$ cat config.mk
export PLATFORM = sky130hd
export DESIGN_NAME = bsg_chip_reset_cord_sequencer
export DESIGN_NICKNAME = d
export VERILOG_FILES = /design/src/rtl/bsg_chip_pkg.sv /design/src/rtl/bsg_cord_dup_check.sv /design/src/rtl/bsg_chip_reset_cord_sequencer.sv
export SDC_FILE = /design/constraint.sdc
export NUM_CORES = 1
export LEC_CHECK = 0
export ABC_CLOCK_PERIOD_IN_PS = 4350
export CAP_MARGIN = 0
export CORE_UTILIZATION = 35
export DETAILED_ROUTE_END_ITERATION = 10
export SLEW_MARGIN = 20
export SYNTH_ARGS = -nofsm -noshare
export SYNTH_HDL_FRONTEND = slang
export SYNTH_SLANG_ARGS = --single-unit
$ cat constraint.sdc
create_clock -name clk_i -period 4.35 [get_ports clk_i]
set_input_delay 0.6525 -clock clk_i [delete_from_list [all_inputs] [get_ports clk_i]]
set_output_delay 0.6525 -clock clk_i [all_outputs]
set_load 0.01 [all_outputs]
$ cat src/rtl/bsg_chip_pkg.sv
`default_nettype none
// ============================================================================
// Module      : bsg_chip_pkg
// Description : Shared types for chip-level reset/cord sequencing and the
//               router tag-client payload.
// Revision    : 1.0 - initial release
// ============================================================================
package bsg_chip_pkg;

    localparam int unsigned c_TAG_CORD_WIDTH = 7;

    typedef enum logic [2:0] {
        eAssert  = 3'd0,
        eCheck   = 3'd1,
        eRelease = 3'd2,
        eRun     = 3'd3,
        eError   = 3'd4
    } bsg_rst_seq_state_e;

    typedef struct packed {
        logic                        reset;
        logic [c_TAG_CORD_WIDTH-1:0] cord;
    } bp_tag_payload_s;

endpackage
`default_nettype wire

$ cat src/rtl/bsg_cord_dup_check.sv
`default_nettype none
// ============================================================================
// Module      : bsg_cord_dup_check
// Description : Flags any two routers that share the same cord.
// Revision    : 1.0 - initial release
// ============================================================================
module bsg_cord_dup_check #(
    parameter int unsigned NUM_ROUTER_P = 4,
    parameter int unsigned CORD_WIDTH_P = 7
) (
    input  logic [NUM_ROUTER_P*CORD_WIDTH_P-1:0] cord_i,
    output logic                                 dup_o
);

    always_comb begin
        dup_o = 1'b0;
        for (int unsigned i = 0; i < NUM_ROUTER_P; i++) begin
            for (int unsigned j = i + 1; j < NUM_ROUTER_P; j++) begin
                if (cord_i[i*CORD_WIDTH_P +: CORD_WIDTH_P] == cord_i[j*CORD_WIDTH_P +: CORD_WIDTH_P]) begin
                    dup_o = 1'b1;
                end
            end
        end
    end

endmodule
`default_nettype wire

$ cat src/rtl/bsg_chip_reset_cord_sequencer.sv
`default_nettype none
// ============================================================================
// Module      : bsg_chip_reset_cord_sequencer
// Description : Collects router cords/resets and releases the reset domains
//               one at a time, each after a programmable delay.
// Revision    : 1.0 - initial release
// ============================================================================
module bsg_chip_reset_cord_sequencer
    import bsg_chip_pkg::*;
#(
    parameter int unsigned NUM_ROUTER_P  = 4,
    parameter int unsigned CORD_WIDTH_P  = 7,
    parameter int unsigned NUM_STAGES_P  = 3,
    parameter int unsigned DELAY_WIDTH_P = 8
) (
    input  logic                                 clk_i,
    input  logic                                 reset_i,
    input  logic [NUM_ROUTER_P-1:0]              tag_v_i,
    input  logic [NUM_ROUTER_P-1:0]              tag_reset_i,
    input  logic [NUM_ROUTER_P*CORD_WIDTH_P-1:0] tag_cord_i,
    input  logic [DELAY_WIDTH_P-1:0]             stage_delay_i,
    output logic [NUM_STAGES_P-1:0]              stage_reset_o,
    output logic [NUM_ROUTER_P*CORD_WIDTH_P-1:0] cord_o,
    output logic                                 cord_v_o,
    output logic                                 cord_err_o,
    output logic                                 done_o
);

    localparam int unsigned c_CORD_BITS = NUM_ROUTER_P * CORD_WIDTH_P;
    localparam int unsigned c_IDX_W     = (NUM_STAGES_P > 1) ? $clog2(NUM_STAGES_P) : 1;
    localparam logic [DELAY_WIDTH_P-1:0] c_DELAY_ONE = DELAY_WIDTH_P'(1);

    bsg_rst_seq_state_e          r_state, w_state_next;
    logic [DELAY_WIDTH_P-1:0]    r_cnt, w_cnt_next, w_delay;
    logic [c_IDX_W-1:0]          r_idx, w_idx_next;
    logic [NUM_STAGES_P-1:0]     r_stage_reset, w_stage_reset_next;
    logic                        r_cord_v, w_cord_v_next;
    logic                        r_cord_err, w_cord_err_next;
    logic                        r_done, w_done_next;
    logic [c_CORD_BITS-1:0]      r_cord;
    logic [NUM_ROUTER_P-1:0]     r_rst_req;
    logic [NUM_ROUTER_P-1:0]     r_cord_seen;
    logic                        w_tag_any;
    logic                        w_ready;
    logic                        w_dup;

    // Payload capture is independent of the sequencer state.
    always_ff @(posedge clk_i or posedge reset_i) begin
        if (reset_i) begin
            r_cord      <= '0;
            r_rst_req   <= '1;
            r_cord_seen <= '0;
        end else begin
            for (int unsigned i = 0; i < NUM_ROUTER_P; i++) begin
                if (tag_v_i[i]) begin
                    r_cord[i*CORD_WIDTH_P +: CORD_WIDTH_P] <= tag_cord_i[i*CORD_WIDTH_P +: CORD_WIDTH_P];
                    r_rst_req[i]   <= tag_reset_i[i];
                    r_cord_seen[i] <= 1'b1;
                end
            end
        end
    end

    bsg_cord_dup_check #(
        .NUM_ROUTER_P (NUM_ROUTER_P),
        .CORD_WIDTH_P (CORD_WIDTH_P)
    ) u_dup_check (
        .cord_i (r_cord),
        .dup_o  (w_dup)
    );

    assign w_tag_any = |tag_v_i;
    assign w_ready   = (r_rst_req == '0) && (&r_cord_seen);
    assign w_delay   = (stage_delay_i == '0) ? c_DELAY_ONE : stage_delay_i;

    always_ff @(posedge clk_i or posedge reset_i) begin
        if (reset_i) begin
            r_state       <= eAssert;
            r_cnt         <= '0;
            r_idx         <= '0;
            r_stage_reset <= '1;
            r_cord_v      <= 1'b0;
            r_cord_err    <= 1'b0;
            r_done        <= 1'b0;
        end else begin
            r_state       <= w_state_next;
            r_cnt         <= w_cnt_next;
            r_idx         <= w_idx_next;
            r_stage_reset <= w_stage_reset_next;
            r_cord_v      <= w_cord_v_next;
            r_cord_err    <= w_cord_err_next;
            r_done        <= w_done_next;
        end
    end

    always_comb begin
        w_state_next       = r_state;
        w_cnt_next         = r_cnt;
        w_idx_next         = r_idx;
        w_stage_reset_next = r_stage_reset;
        w_cord_v_next      = r_cord_v;
        w_cord_err_next    = r_cord_err;
        w_done_next        = r_done;

        case (r_state)
            eAssert: begin
                w_stage_reset_next = '1;
                if (r_cnt < w_delay) begin
                    w_cnt_next = r_cnt + c_DELAY_ONE;
                end
                if ((r_cnt >= w_delay) && w_ready) begin
                    w_state_next = eCheck;
                end
            end
            eCheck: begin
                if (w_dup) begin
                    w_state_next    = eError;
                    w_cord_err_next = 1'b1;
                end else begin
                    w_state_next          = eRelease;
                    w_idx_next            = '0;
                    w_cord_v_next         = 1'b1;
                    w_stage_reset_next[0] = 1'b0;
                    w_cnt_next            = '0;
                end
            end
            eRelease: begin
                if (r_cnt == (w_delay - c_DELAY_ONE)) begin
                    if (32'(r_idx) < (NUM_STAGES_P - 1)) begin
                        w_idx_next = r_idx + c_IDX_W'(1);
                        w_cnt_next = '0;
                        for (int unsigned i = 0; i < NUM_STAGES_P; i++) begin
                            if (i == (32'(r_idx) + 32'd1)) begin
                                w_stage_reset_next[i] = 1'b0;
                            end
                        end
                    end else begin
                        w_state_next = eRun;
                        w_done_next  = 1'b1;
                    end
                end else begin
                    w_cnt_next = r_cnt + c_DELAY_ONE;
                end
            end
            eRun, eError: begin
            end
            default: begin
                w_state_next = eAssert;
            end
        endcase

        // A new payload from any router always restarts the hold from scratch.
        if (w_tag_any) begin
            w_state_next       = eAssert;
            w_cnt_next         = '0;
            w_idx_next         = '0;
            w_stage_reset_next = '1;
            w_cord_v_next      = 1'b0;
            w_cord_err_next    = 1'b0;
            w_done_next        = 1'b0;
        end
    end

    assign stage_reset_o = r_stage_reset;
    assign cord_o        = r_cord;
    assign cord_v_o      = r_cord_v;
    assign cord_err_o    = r_cord_err;
    assign done_o        = r_done;

endmodule
`default_nettype wire

* Yosys cells after proc, flatten, opt, wreduce, memory -nomap -nowiden
Index checks and enable logic that the tools add are counted.
Widths: inputs -> output; s select.
** Word-level totals
- Bits in registers :: 55
- Input port bits :: 46
- Output and inout bits :: 34
- Logic and storage cells :: 122
** Cells by class
- Add/sub/neg operators :: 4
- $lt $le $gt $ge :: 3
- Eq/ne operators :: 26
- Multiplexer cells :: 43
- Reductions and logical operators :: 25
** Operators by type and width (number)
- $mux 8 :: 6
- $eq 7x7->1 :: 6
- $eq 1x32->1 const A :: 1
- $logic_not 32->1 :: 1
- $ne 3x3->1 const B :: 9
- $mux 3 :: 8
- $pmux 8 s3 :: 1
- $reduce_and 4->1 :: 6
- $mux 1 :: 20
- $pmux 3 s4 :: 1
- $add 8x1->8 const B :: 1
- $eq 8x8->1 :: 1
- $ge 8x8->1 :: 1
- $logic_not 8->1 :: 1
- $lt 8x8->1 :: 1
- $mux 2 :: 4
- $pmux 2 s2 :: 2
- $reduce_bool 2->1 :: 4
- $sub 8x1->8 const B :: 1
- $eq 3x2->1 const B :: 2
- $ne 2x2->1 const B :: 3
- $reduce_bool 3->1 :: 2
- $reduce_and 5->1 :: 1
- $logic_not 4->1 :: 1
- 15 further kinds :: 17

* Longest topological paths before layout
- Depth after elaboration :: 10
- Depth in mapped cells :: 12
- Mapped depth without buffers :: 11

* Hierarchy
From an unflattened synthesis, not the netlist that was laid out.
** Second synthesis, totals
- Cells, all modules :: 313
- Area total of the unflattened synthesis :: 3375.7 um2
** Modules (own cells, without submodules)
- bsg_chip_reset_cord_sequencer :: times used 1, cells an instance 258, area an instance 2921.6 um2
- bsg_cord_dup_check :: times used 1, cells an instance 55, area an instance 454.2 um2

* Worst setup path before layout
OpenSTA, ideal clock, no wires.
- Kind :: input-to-reg
- Start :: in stage_delay_i[6]
- End :: reg r_cnt[0]
- Setup time :: 0.125 ns
- Arrival :: 3.511 ns
- Data required time :: 4.225 ns
- Slack :: 0.714 ns
- Cell stages on the path :: 8
- Buffers on the path :: 0
- Cell sequence :: or4_1 o41ai_1 ha_1 or4_4 or4_4 a31oi_4 nor2b_4 mux2_4
** Between the ends
- Longest elaborated chain between the ends :: 7
- Elaborated cells on any way between the ends :: 11
** RTL lines
- start, declared :: RTL line bsg_chip_reset_cord_sequencer.sv:21 : input logic [DELAY_WIDTH_P-1:0] stage_delay_i,
- $logic_not 8->1 :: RTL line bsg_chip_reset_cord_sequencer.sv:74 : assign w_delay = (stage_delay_i == '0) ? c_DELAY_ONE : stage_delay_i;
- $mux 8 * :: RTL line bsg_chip_reset_cord_sequencer.sv:74
- $sub 8x1->8 :: RTL line bsg_chip_reset_cord_sequencer.sv:128 : if (r_cnt == (w_delay - c_DELAY_ONE)) begin
- $eq 8x8->1 :: RTL line bsg_chip_reset_cord_sequencer.sv:128
- $mux 8 :: RTL line bsg_chip_reset_cord_sequencer.sv:128
- $pmux 8 s3 :: RTL line bsg_chip_reset_cord_sequencer.sv:105 : case (r_state)
- $mux 8 :: RTL line bsg_chip_reset_cord_sequencer.sv:153 : if (w_tag_any) begin
- end signal, assigned :: RTL line bsg_chip_reset_cord_sequencer.sv:87 : r_cnt <= w_cnt_next;
- end, declared :: RTL line bsg_chip_reset_cord_sequencer.sv:34 : logic [DELAY_WIDTH_P-1:0] r_cnt, w_cnt_next, w_delay;
Every way passes the cells marked *; elsewhere a longest branch is shown, timed or not.
A chain may end at the register's enable or synchronous reset.

* Worst setup path in the final report
- Start :: in stage_delay_i[4]
- End :: reg r_cnt[3]
The elaborated chain is that of the path after synthesis.

==> results.json <==
{
  "synth_area_um2": 3400,
  "worst_slew_margin_rel_pct": 58.9,
  "path_common_cell": "or4_4",
  "hold_class": "register to register",
  "htreeDepth": 2,
  "fin_skew_ns": 0.0207,
  "dr.pass1.iters": 4,
  "wl_per_cell_um": 15.2,
  "syn_to_final_growth_pct": 31.6,
  "drtIter0Drc": 103,
  "grt_max_degree": 34,
  "fp.coreArea_um2": 9330,
  "cp_num_buf_inv": 2,
  "yosysWarnings": 0,
  "drcViolationCount": 0,
  "synthArstFlopShare_pct": 100,
  "nNetsFinal": 467,
  "worstPathMaxFanout": 9,
  "final_area_um2": 4480,
  "cp_data_required_time_ns": 4.59,
  "cts_tree": "built",
  "min_period_ns": 3.91,
  "fill_cells": 870,
  "ys_types": 52,
  "drive_gt1_share_pct": 19.0,
  "io_buffers": 79,
  "status": "finished, final reports clean",
  "cp_cell_sequence": "clkdlybuf4s50_1 -> or4_1 -> o41ai_1 -> ha_1 -> or4_4 -> or4_4 -> a31oi_4 -> buf_4 -> a21o_2 -> a22o_1",
  "die_w_um": 101,
  "synthesis.instances": 325,
  "die_height_um": 101,
  "dieArea_um2": 10100,
  "power_density_nw_per_um2": 262,
  "path_class": "primary input to register",
  "gr-total-overflow": 0,
  "setup_viol": 0,
  "io_pins": 80,
  "ys_seq_area_share_pct": 40.7,
  "place_hpwl_mm": 6.27,
  "post_cts_buffers": 0,
  "worstSkewPairLatency_ns": 0.32,
  "vias": 2701,
  "start_kind": "primary input",
  "synth.net_count": 382,
  "synth_edf_count": 0,
  "yosys.area.top_type": "dfrtp_1",
  "placementRows": 35,
  "ctsLongestPathBuffers": 2,
  "vias_per_cell": 5.00,
  "cts_hold_buf": 0,
  "yosys_register_bits": 55,
  "crit_path_max_incr_delay_ns": 0.60,
  "post_dp_cell_area_um2": 4380,
  "tns_ns": 0,
  "postSynthAreaPerCell_um2": 10.5,
  "initial_core_util_pct": 36.5,
  "ant_nets": 0,
  "cp-end-kind": "register",
  "max_freq_mhz": 256,
  "clkTransAtPathRegs_ns": 0.09,
  "synth_ff_type": "dfrtp_1",
  "cpMaxStageDelayCell": "or4_1",
  "totalWireLength_mm": 8.21,
  "grt_pass1_wl_mm": 14.0,
  "arrival_ns": 4.15,
  "rsz0062_at_grt": "false",
  "diodes": 0,
  "synthTopCellsByArea": "dfrtp_1 35%, mux2_2 11%, xor2_1 7.0%",
  "gp_congestion": 0.768,
  "drv_cap": 0,
  "critical_path.top_delay_family": "simple AND/OR/NAND/NOR gates",
  "hold_viol": 0,
  "period_share_pct": 89.8,
  "numClockSinks": 55,
  "p_leak_nw": 1.84,
  "ir_drop_mv": 0.142,
  "antenna_found_initial": 0,
  "cts_buffers": 5,
  "yosys.area.top_type_share_pct": 35.3,
  "grt_pass1_vias": 2936,
  "maxSlewViolCount": 0,
  "grt_util_all_layers_pct": 17.8,
  "clockRootBuffer": "clkbuf_8",
  "tightest_slew_ns": 0.616,
  "cts_resized": 0
}
synth_stat cells (2+ instances only):
cell,instances
or2_2,7
a22o_1,5
nand3_1,7
nor4_1,9
o22a_1,2
o211ai_1,2
nor3_1,8
nor2b_1,3
nand2_1,13
a211o_1,2
a21oi_1,11
inv_1,23
a2111oi_0,2
dfstp_2,7
xnor2_1,19
o32ai_1,2
a21boi_0,2
o21ai_0,8
nand4_1,6
dfrtp_1,48
o21a_1,3
a31oi_1,5
mux2_2,32
nor2_1,15
or4_1,4
clkbuf_1,9
xor2_1,27
buf_2,2
or4_4,3
a21o_1,4
ha_1,11
a21o_2,4
report_power, final:
group          internal (mW)  switching (mW)  leakage [nW]
Combinational          0.168           0.110          1.13
Sequential             0.544          0.0547         0.659
Clock                  0.118           0.179        0.0452
layer usage:
layer	GRT usage (%)	vias up	routed length (um)
li1	-	1339	-
met1	23.6	1296	3790
met2	29.6	62	3930
met3	4.16	4	425
met4	4.24	0	61
met5	0	-	0
per-stage QoR:
step	hold slack, ns	setup slack [ns]	power [mW]	util [%]	std cells
3_3_place_gp	0.453	0.217	0.886	47.0	532
4_1_cts	0.474	0.421	1.19	48.0	540
5_1_grt	0.488	0.292	1.24	48.0	540
6_report	0.470	0.443	1.17	48.0	540
2_1_floorplan	0.437	0.714	0.745	-	325
3_5_place_dp	0.453	0.118	0.888	47.0	532
flip-flops by register name (all words and copies together) (netlist names):
name and cells:
cord_o 28, r_state 3, cord_err_o 1, done_o 1
stage_reset_o 3, cord_v_o 1, r_cord_seen 4, r_rst_req 4
r_cnt 8, r_idx 2
cell families (layout without fill, tap and decap cells):
logic type                 count (synthesis)  count (layout)  synth area share, %
and+or+nand+nor                           80              80                 13.1
AOI/OAI and AO/OA                         64              64                 14.5
DFF                                       55              55                 40.7
xor gates and xnor gates                  47              47                 12.5
buffers and inverters                     35             121                 4.16
muxes                                     33              33                 11.0
adders and majority gates                 11              11                 4.05
final timing paths:
kind	start	end	slack [ns]	cells past startpoint
worst max register to register	r_cnt[1]	r_cnt[3]	1.43	9
worst max-delay path	stage_delay_i[4]	r_cnt[3]	0.44	10
worst min-delay path	r_cord_seen[0]	r_cord_seen[0]	0.47	1
max in group asynchronous	reset_i	r_rst_req[0]	2.85	3
worst min register to register	r_cord_seen[0]	r_cord_seen[0]	0.47	1
min in group asynchronous	reset_i	cord_o[6]	0.67	2
placed cells by master, fill, tap and decap left out, types with 6 or more instances in the layout:
master / n
clkdlybuf4s50_1: 79
dfrtp_1: 48
mux2_2: 32
xor2_1: 27
inv_1: 22
xnor2_1: 19
nor2_1: 15
nand2_1: 13
a21oi_1: 11
ha_1: 11
buf_4: 11
nor4_1: 9
nor3_1: 8
o21ai_0: 8
nand3_1: 7
or2_2: 7
dfstp_2: 7
nand4_1: 6
area by class of cell:
class | instances | area (um^2) | share of cell area [%]
Multi-Input combinational cell | 235 | 1880 | 41.9
Timing Repair Buffer | 90 | 873 | 19.5
Clock inverter | 3 | 25.0 | 0.559
Clock buffer | 5 | 68.8 | 1.54
Inverter | 23 | 86.3 | 1.93
Tap cell | 129 | 161 | 3.61
Sequential cell | 55 | 1390 | 30.9
No activity file was read; power rests on OpenSTA's default activity.
